==> src/rtl/serial_adder_pkg.sv <==
// Shared types and sizing helpers for the bit-serial add/subtract controller.
package serial_adder_pkg;

    typedef enum logic [1:0] {
        IDLE = 2'd0,
        RUN  = 2'd1,
        DONE = 2'd2
    } state_t;

    // Bit counter only needs to reach WIDTH-1; keep at least one bit for WIDTH = 1.
    function automatic int cnt_width(input int width);
        return (width > 1) ? $clog2(width) : 1;
    endfunction

endpackage

==> src/rtl/serial_adder_ctrl_if.sv <==
// Start/done handshake, operands and result flags of the serial adder controller.
interface serial_adder_ctrl_if #(parameter int WIDTH = 8);

    logic             start;
    logic             sub;
    logic [WIDTH-1:0] a;
    logic [WIDTH-1:0] b;
    logic             cin;
    logic             busy;
    logic             done;
    logic [WIDTH-1:0] sum;
    logic             cout;
    logic             overflow;

    modport master (
        output start, sub, a, b, cin,
        input  busy, done, sum, cout, overflow
    );

    modport slave (
        input  start, sub, a, b, cin,
        output busy, done, sum, cout, overflow
    );

endinterface

==> src/rtl/serial_adder_ctrl_full_adder.sv <==
// One-bit full adder cell, the only arithmetic element of the serial adder.
module full_adder (
    input  logic a,
    input  logic b,
    input  logic cin,
    output logic s,
    output logic cout
);

    assign s    = a ^ b ^ cin;
    assign cout = (a & b) | (cin & (a ^ b));

endmodule

==> src/rtl/serial_adder_ctrl.sv <==
// Bit-serial add/subtract controller: shares one full_adder over WIDTH bits, LSB first.
// state | meaning
// IDLE  | waiting for start; operands captured on accept
// RUN   | one operand bit per clock through the full adder
// DONE  | one-cycle done pulse, flags valid; back to IDLE
module serial_adder_ctrl
    import serial_adder_pkg::*;
#(
    parameter int WIDTH = 8
) (
    input logic                clk,
    input logic                rst_n,
    serial_adder_ctrl_if.slave bus
);

    localparam int            CW   = cnt_width(WIDTH);
    localparam logic [CW-1:0] LAST = CW'(WIDTH - 1);

    state_t           state;
    state_t           state_nxt;
    logic [WIDTH-1:0] a_sh;
    logic [WIDTH-1:0] b_sh;
    logic [WIDTH-1:0] sum_sh;
    logic [CW-1:0]    cnt;
    logic             carry;
    logic             cout_r;
    logic             ovf_r;
    logic             fa_s;
    logic             fa_co;
    logic             last_bit;

    assign last_bit = (cnt == LAST);

    full_adder u_fa (
        .a    (a_sh[0]),
        .b    (b_sh[0]),
        .cin  (carry),
        .s    (fa_s),
        .cout (fa_co)
    );

    always_ff @(posedge clk or negedge rst_n) begin
        if (!rst_n) begin
            state <= IDLE;
        end else begin
            state <= state_nxt;
        end
    end

    always_comb begin
        state_nxt = state;
        unique case (state)
            IDLE:    if (bus.start) state_nxt = RUN;
            RUN:     if (last_bit) state_nxt = DONE;
            DONE:    state_nxt = IDLE;
            default: state_nxt = IDLE;
        endcase
    end

    always_comb begin
        bus.busy = (state == RUN);
        bus.done = (state == DONE);
    end

    // Subtraction is a + ~b + 1, so the inversion and the forced carry happen at capture.
    always_ff @(posedge clk or negedge rst_n) begin
        if (!rst_n) begin
            a_sh   <= '0;
            b_sh   <= '0;
            sum_sh <= '0;
            cnt    <= '0;
            carry  <= 1'b0;
            cout_r <= 1'b0;
            ovf_r  <= 1'b0;
        end else begin
            unique case (state)
                IDLE: begin
                    if (bus.start) begin
                        a_sh  <= bus.a;
                        b_sh  <= bus.sub ? ~bus.b : bus.b;
                        carry <= bus.sub | bus.cin;
                        cnt   <= '0;
                    end
                end
                RUN: begin
                    sum_sh <= (sum_sh >> 1) | (WIDTH'(fa_s) << (WIDTH - 1));
                    a_sh   <= a_sh >> 1;
                    b_sh   <= b_sh >> 1;
                    carry  <= fa_co;
                    if (last_bit) begin
                        // carry still holds the carry into the MSB here
                        cout_r <= fa_co;
                        ovf_r  <= carry ^ fa_co;
                    end else begin
                        cnt <= cnt + 1'b1;
                    end
                end
                default: ;
            endcase
        end
    end

    assign bus.sum      = sum_sh;
    assign bus.cout     = cout_r;
    assign bus.overflow = ovf_r;

endmodule

==> src/flat_wrapper.sv <==
// flat-port wrapper written by rule: the top's interface ports become plain ports
module serial_adder_ctrl_flat import serial_adder_pkg::*;
#(
    parameter int WIDTH = 8
)
  (clk, rst_n, bus_start, bus_sub, bus_a, bus_b, bus_cin, bus_busy, bus_done, bus_sum, bus_cout, bus_overflow);
  serial_adder_ctrl_if #(.WIDTH(WIDTH)) bus_i ();
  input logic clk;
  input logic rst_n;
  input wire logic [$bits(bus_i.start)-1:0] bus_start;
  input wire logic [$bits(bus_i.sub)-1:0] bus_sub;
  input wire logic [$bits(bus_i.a)-1:0] bus_a;
  input wire logic [$bits(bus_i.b)-1:0] bus_b;
  input wire logic [$bits(bus_i.cin)-1:0] bus_cin;
  output wire logic [$bits(bus_i.busy)-1:0] bus_busy;
  output wire logic [$bits(bus_i.done)-1:0] bus_done;
  output wire logic [$bits(bus_i.sum)-1:0] bus_sum;
  output wire logic [$bits(bus_i.cout)-1:0] bus_cout;
  output wire logic [$bits(bus_i.overflow)-1:0] bus_overflow;
  assign bus_i.start = bus_start;
  assign bus_i.sub = bus_sub;
  assign bus_i.a = bus_a;
  assign bus_i.b = bus_b;
  assign bus_i.cin = bus_cin;
  assign bus_busy = bus_i.busy;
  assign bus_done = bus_i.done;
  assign bus_sum = bus_i.sum;
  assign bus_cout = bus_i.cout;
  assign bus_overflow = bus_i.overflow;
  serial_adder_ctrl #(.WIDTH(WIDTH)) u_core (.clk(clk), .rst_n(rst_n), .bus(bus_i));
endmodule
==> config.mk <==
export PLATFORM = sky130hd
export DESIGN_NAME = serial_adder_ctrl_flat
export DESIGN_NICKNAME = d
export VERILOG_FILES = /design/src/rtl/serial_adder_pkg.sv /design/src/rtl/serial_adder_ctrl_if.sv /design/src/rtl/serial_adder_ctrl_full_adder.sv /design/src/rtl/serial_adder_ctrl.sv /design/src/flat_wrapper.sv
export SDC_FILE = /design/constraint.sdc
export NUM_CORES = 1
export LEC_CHECK = 0
export ABC_AREA = 1
export BUFFER_PORTS_ARGS = -buffer_cell sky130_fd_sc_hd__buf_2
export CAP_MARGIN = 10
export CORE_MARGIN = 4
export CORE_UTILIZATION = 39
export DETAILED_ROUTE_END_ITERATION = 10
export GPL_TIMING_DRIVEN = 0
export PLACE_DENSITY_LB_ADDON = 0.25
export SLEW_MARGIN = 20
export SYNTH_ARGS = -nofsm -noshare
export SYNTH_HDL_FRONTEND = slang
export SYNTH_SLANG_ARGS = --single-unit
export TNS_END_PERCENT = 10
==> constraint.sdc <==
create_clock -name clk -period 1.6 [get_ports clk]
set_input_delay 0.4 -clock clk [delete_from_list [all_inputs] [get_ports clk]]
set_output_delay 0.4 -clock clk [all_outputs]
set_load 0.01 [all_outputs]
==> summary.md <==
| Metric | Value |
|---|---|
| Sequential area share after synthesis | 47.48% |
| Drt first pass iters | 4 |
| Final Setup Violations | 0 |
| Max Buffers Root-to-Sink | 2 |
| Worst setup EP type | primary output |
| Setup CP Type | flip-flop to primary output |
| Min Clock Period, post-route | 1.534 ns |
| Die Ht | 73.76 um |
| Mapped Cells | 215 |
| Total Wirelength | 3480 um |
| Outcome | finished clean |
| R2R setup slack | 0.35 ns |
| Layout area overhead | 19.14% |
| Lkg Pwr | 1.111 nW |
| Critical Path RT | 1.20 ns |
| Clk root buf | clkbuf_8 |
| Fillers | 418 |
| Share of cells above drive strength 1 | 22.13% |
| DR iter-0 viols | 66 |
| Syn Area/Cell | 7.845 um^2 |
| H-tree depth | 2 |
| Core Area | 4086 um^2 |
| Reg2Reg Depth | 3 |
| Largest net degree at the start of global routing | 33 |
| Initial antenna violation count | 0 |
| Antenna Cells | 0 |
| Unrepaired setup endpoints after global routing | true |
| Leading cell types in the layout, fill and taps excluded | 106 x nand2_1, 32 x buf_2, 30 x dfrtp_1 |
| Syn Nets | 239 |
| Post-synth cell types | 21 |
| Tightest Pin Transition | 0.7170 ns |
| Yosys Warn Count | 0 |
| Cts-stage hold buffer count | 0 |
| Final GP Congestion | 0.7525 |
| Synth Register Bits | 32 |
| Final Core Density | 49.17% |
| Post-synthesis cell area | 1687 um^2 |
| Initial Util | 41.27% |
| Max Cap Viol | 0 |
| CTS tree | built |
| Met2 WL | 1521 um |
| Crit path max fanout | 10 |
| Commonest non-fill, non-tap cell in the layout | nand2_1 |
| Worst-Skew Late Latency | 0.29 ns |
| Vias in the first global route | 1379 |
| DRC | 0 |
| Clk sink count | 32 |
| DIE AREA | 5441 um^2 |
| Final nets | 276 |
| Max IR drop VDD | 0.8374 mV |
| Hold/Removal Path Class | input pin to async pin |
| Die W | 73.76 um |
| DR WL met3 | 184 um |
| Slew HR | 52.20% |
| Power density over cell area | 2036 nW/um^2 |
| First-pass GRT wire length | 6134 um |
| Final Cycle Share | 95.90% |
| Vias after detailed routing | 1364 |
| WL per Instance | 11.49 um |
| Clock transition at the registers of the reported paths | 0.07 ns |
| Num ports | 33 |
| Worst Setup Start Kind | flip-flop |
| Fmax | 651.7 MHz |
| CP arrival | 1.13 ns |
| Met1 WL | 1718 um |
| Post-route ant nets | 0 |
| Pwr Total | 4.092 mW |
| Slew Viols, Final | 0 |
| GRT Total Usage | 14.89% |
| Row cnt | 23 |
| CTS Buf Count | 5 |
| Post-DP HPWL | 2391 um |
| Number of port buffers | 31 |
| Hold Fails Final Rpt | 0 |
| Clock Skew | 0.009143 ns |
| Remaining Overflow, GRT | 0 |
| Highest routed layer | met4 |
| Post-DR vias/cell | 4.502 |
## state kept, by name, indices dropped and copies added, names as in the netlist
register	count
u_core.a_sh	8
u_core.b_sh	8
u_core.bus.sum	8
u_core.cnt	3
u_core.state	2
u_core.bus.cout	1
u_core.bus.overflow	1
u_core.carry	1
## worst paths after layout
check                                                  from                         endpoint
worst min-delay path                                  rst_n       u_core.b_sh[2]$_DFFE_PN0P_
worst max-delay path            u_core.state[0]$_DFFE_PN0P_                         bus_busy
worst min register to register    u_core.cnt[1]$_DFFE_PN0P_        u_core.cnt[1]$_DFFE_PN0P_
min in group clk                                   bus_a[7]       u_core.a_sh[7]$_DFFE_PN0P_
max in group asynchronous                             rst_n      u_core.state[0]$_DFFE_PN0P_
worst max register to register   u_core.a_sh[0]$_DFFE_PN0P_  u_core.bus.overflow$_DFFE_PN0P_
## worst max-delay path, cell delays in order (launching register included)
cell and delay [ns]:
dfrtp_2 0.41, inv_2 0.12, nor2_8 0.16, buf_2 0.16
## cell type report
type	instances	area [um^2]	area share (%)
well taps	50	62.56	3.113
inverters	18	72.57	3.611
flip-flops and latches	32	803.3	39.98
repair buffers	31	155.1	7.721
clock inverters	3	42.54	2.117
multi-input cells	158	750.7	37.36
clock buffers	5	68.82	3.425
plain buffers	6	53.80	2.677
## cell families after synthesis
group / count (synthesis) / share of synthesized area [%]
xor gates and xnor gates: 1 / 0.5194
AOI/OAI and AO/OA: 10 / 3.635
buffers and inverters: 25 / 8.011
and+or+nand+nor: 144 / 37.69
adders and majority gates: 3 / 2.670
DFF: 32 / 47.48
## Yosys cell counts
| cell | number | area, um^2 |
|---|---|---|
| nand2_1 | 106 | 397.9 |
| dfrtp_1 | 32 | 800.8 |
| nand3_1 | 16 | 80.08 |
| nor2_1 | 16 | 60.06 |
| inv_1 | 15 | 56.30 |
| o21ai_0 | 7 | 35.03 |
| buf_6 | 4 | 45.04 |
| nand2_8 | 3 | 60.06 |
| buf_4 | 2 | 15.01 |
| ha_1 | 2 | 25.02 |
| o21ai_1 | 2 | 10.01 |
| buf_2 | 1 | 5.000 |
| clkinv_1 | 1 | 3.750 |
| fa_1 | 1 | 20.02 |
| inv_2 | 1 | 3.750 |
| inv_4 | 1 | 6.260 |
| nand2_2 | 1 | 6.260 |
| nand2_4 | 1 | 11.26 |
| nor2_8 | 1 | 20.02 |
| o21ai_4 | 1 | 16.27 |
| xnor2_1 | 1 | 8.760 |
## metrics by stage
| step | setup WS [ns] | hold WS [ns] | std cells | TNS, ns | cell area, um^2 |
|---|---|---|---|---|---|
| finish | 0.06561 | 0.1549 | 303 | 0 | 2009 |
| global route | -0.003811 | 0.2067 | 303 | -0.003811 | 2009 |
| CTS | 0.02359 | 0.1885 | 303 | 0 | 2007 |
| detailed placement | 0.2431 | 0.4615 | 296 | 0 | 1904 |
| global placement | 0.2436 | 0.4570 | 296 | 0 | 1904 |
| floorplan | 0.3318 | 0.1044 | 215 | 0 | 1687 |
## report_power, final
group	total (mW)	leakage [nW]	internal (mW)	switching (mW)
clock	0.779	0.0541	0.461	0.318
sequential	1.42	0.399	1.19	0.228
combinational	1.89	0.658	0.754	1.14
## metal layers
layer | track usage, % | vias up
met5 | 0 | -
met4 | 6.439 | 0
met3 | 3.694 | 4
met2 | 23.33 | 26
met1 | 19.43 | 608
li1 | - | 726
## timing repair
item	CTS	global route
setup buffers	0	0
setup endpoints to repair	2	2
resized for setup	2	1
(Power assumes the default switching activity.)
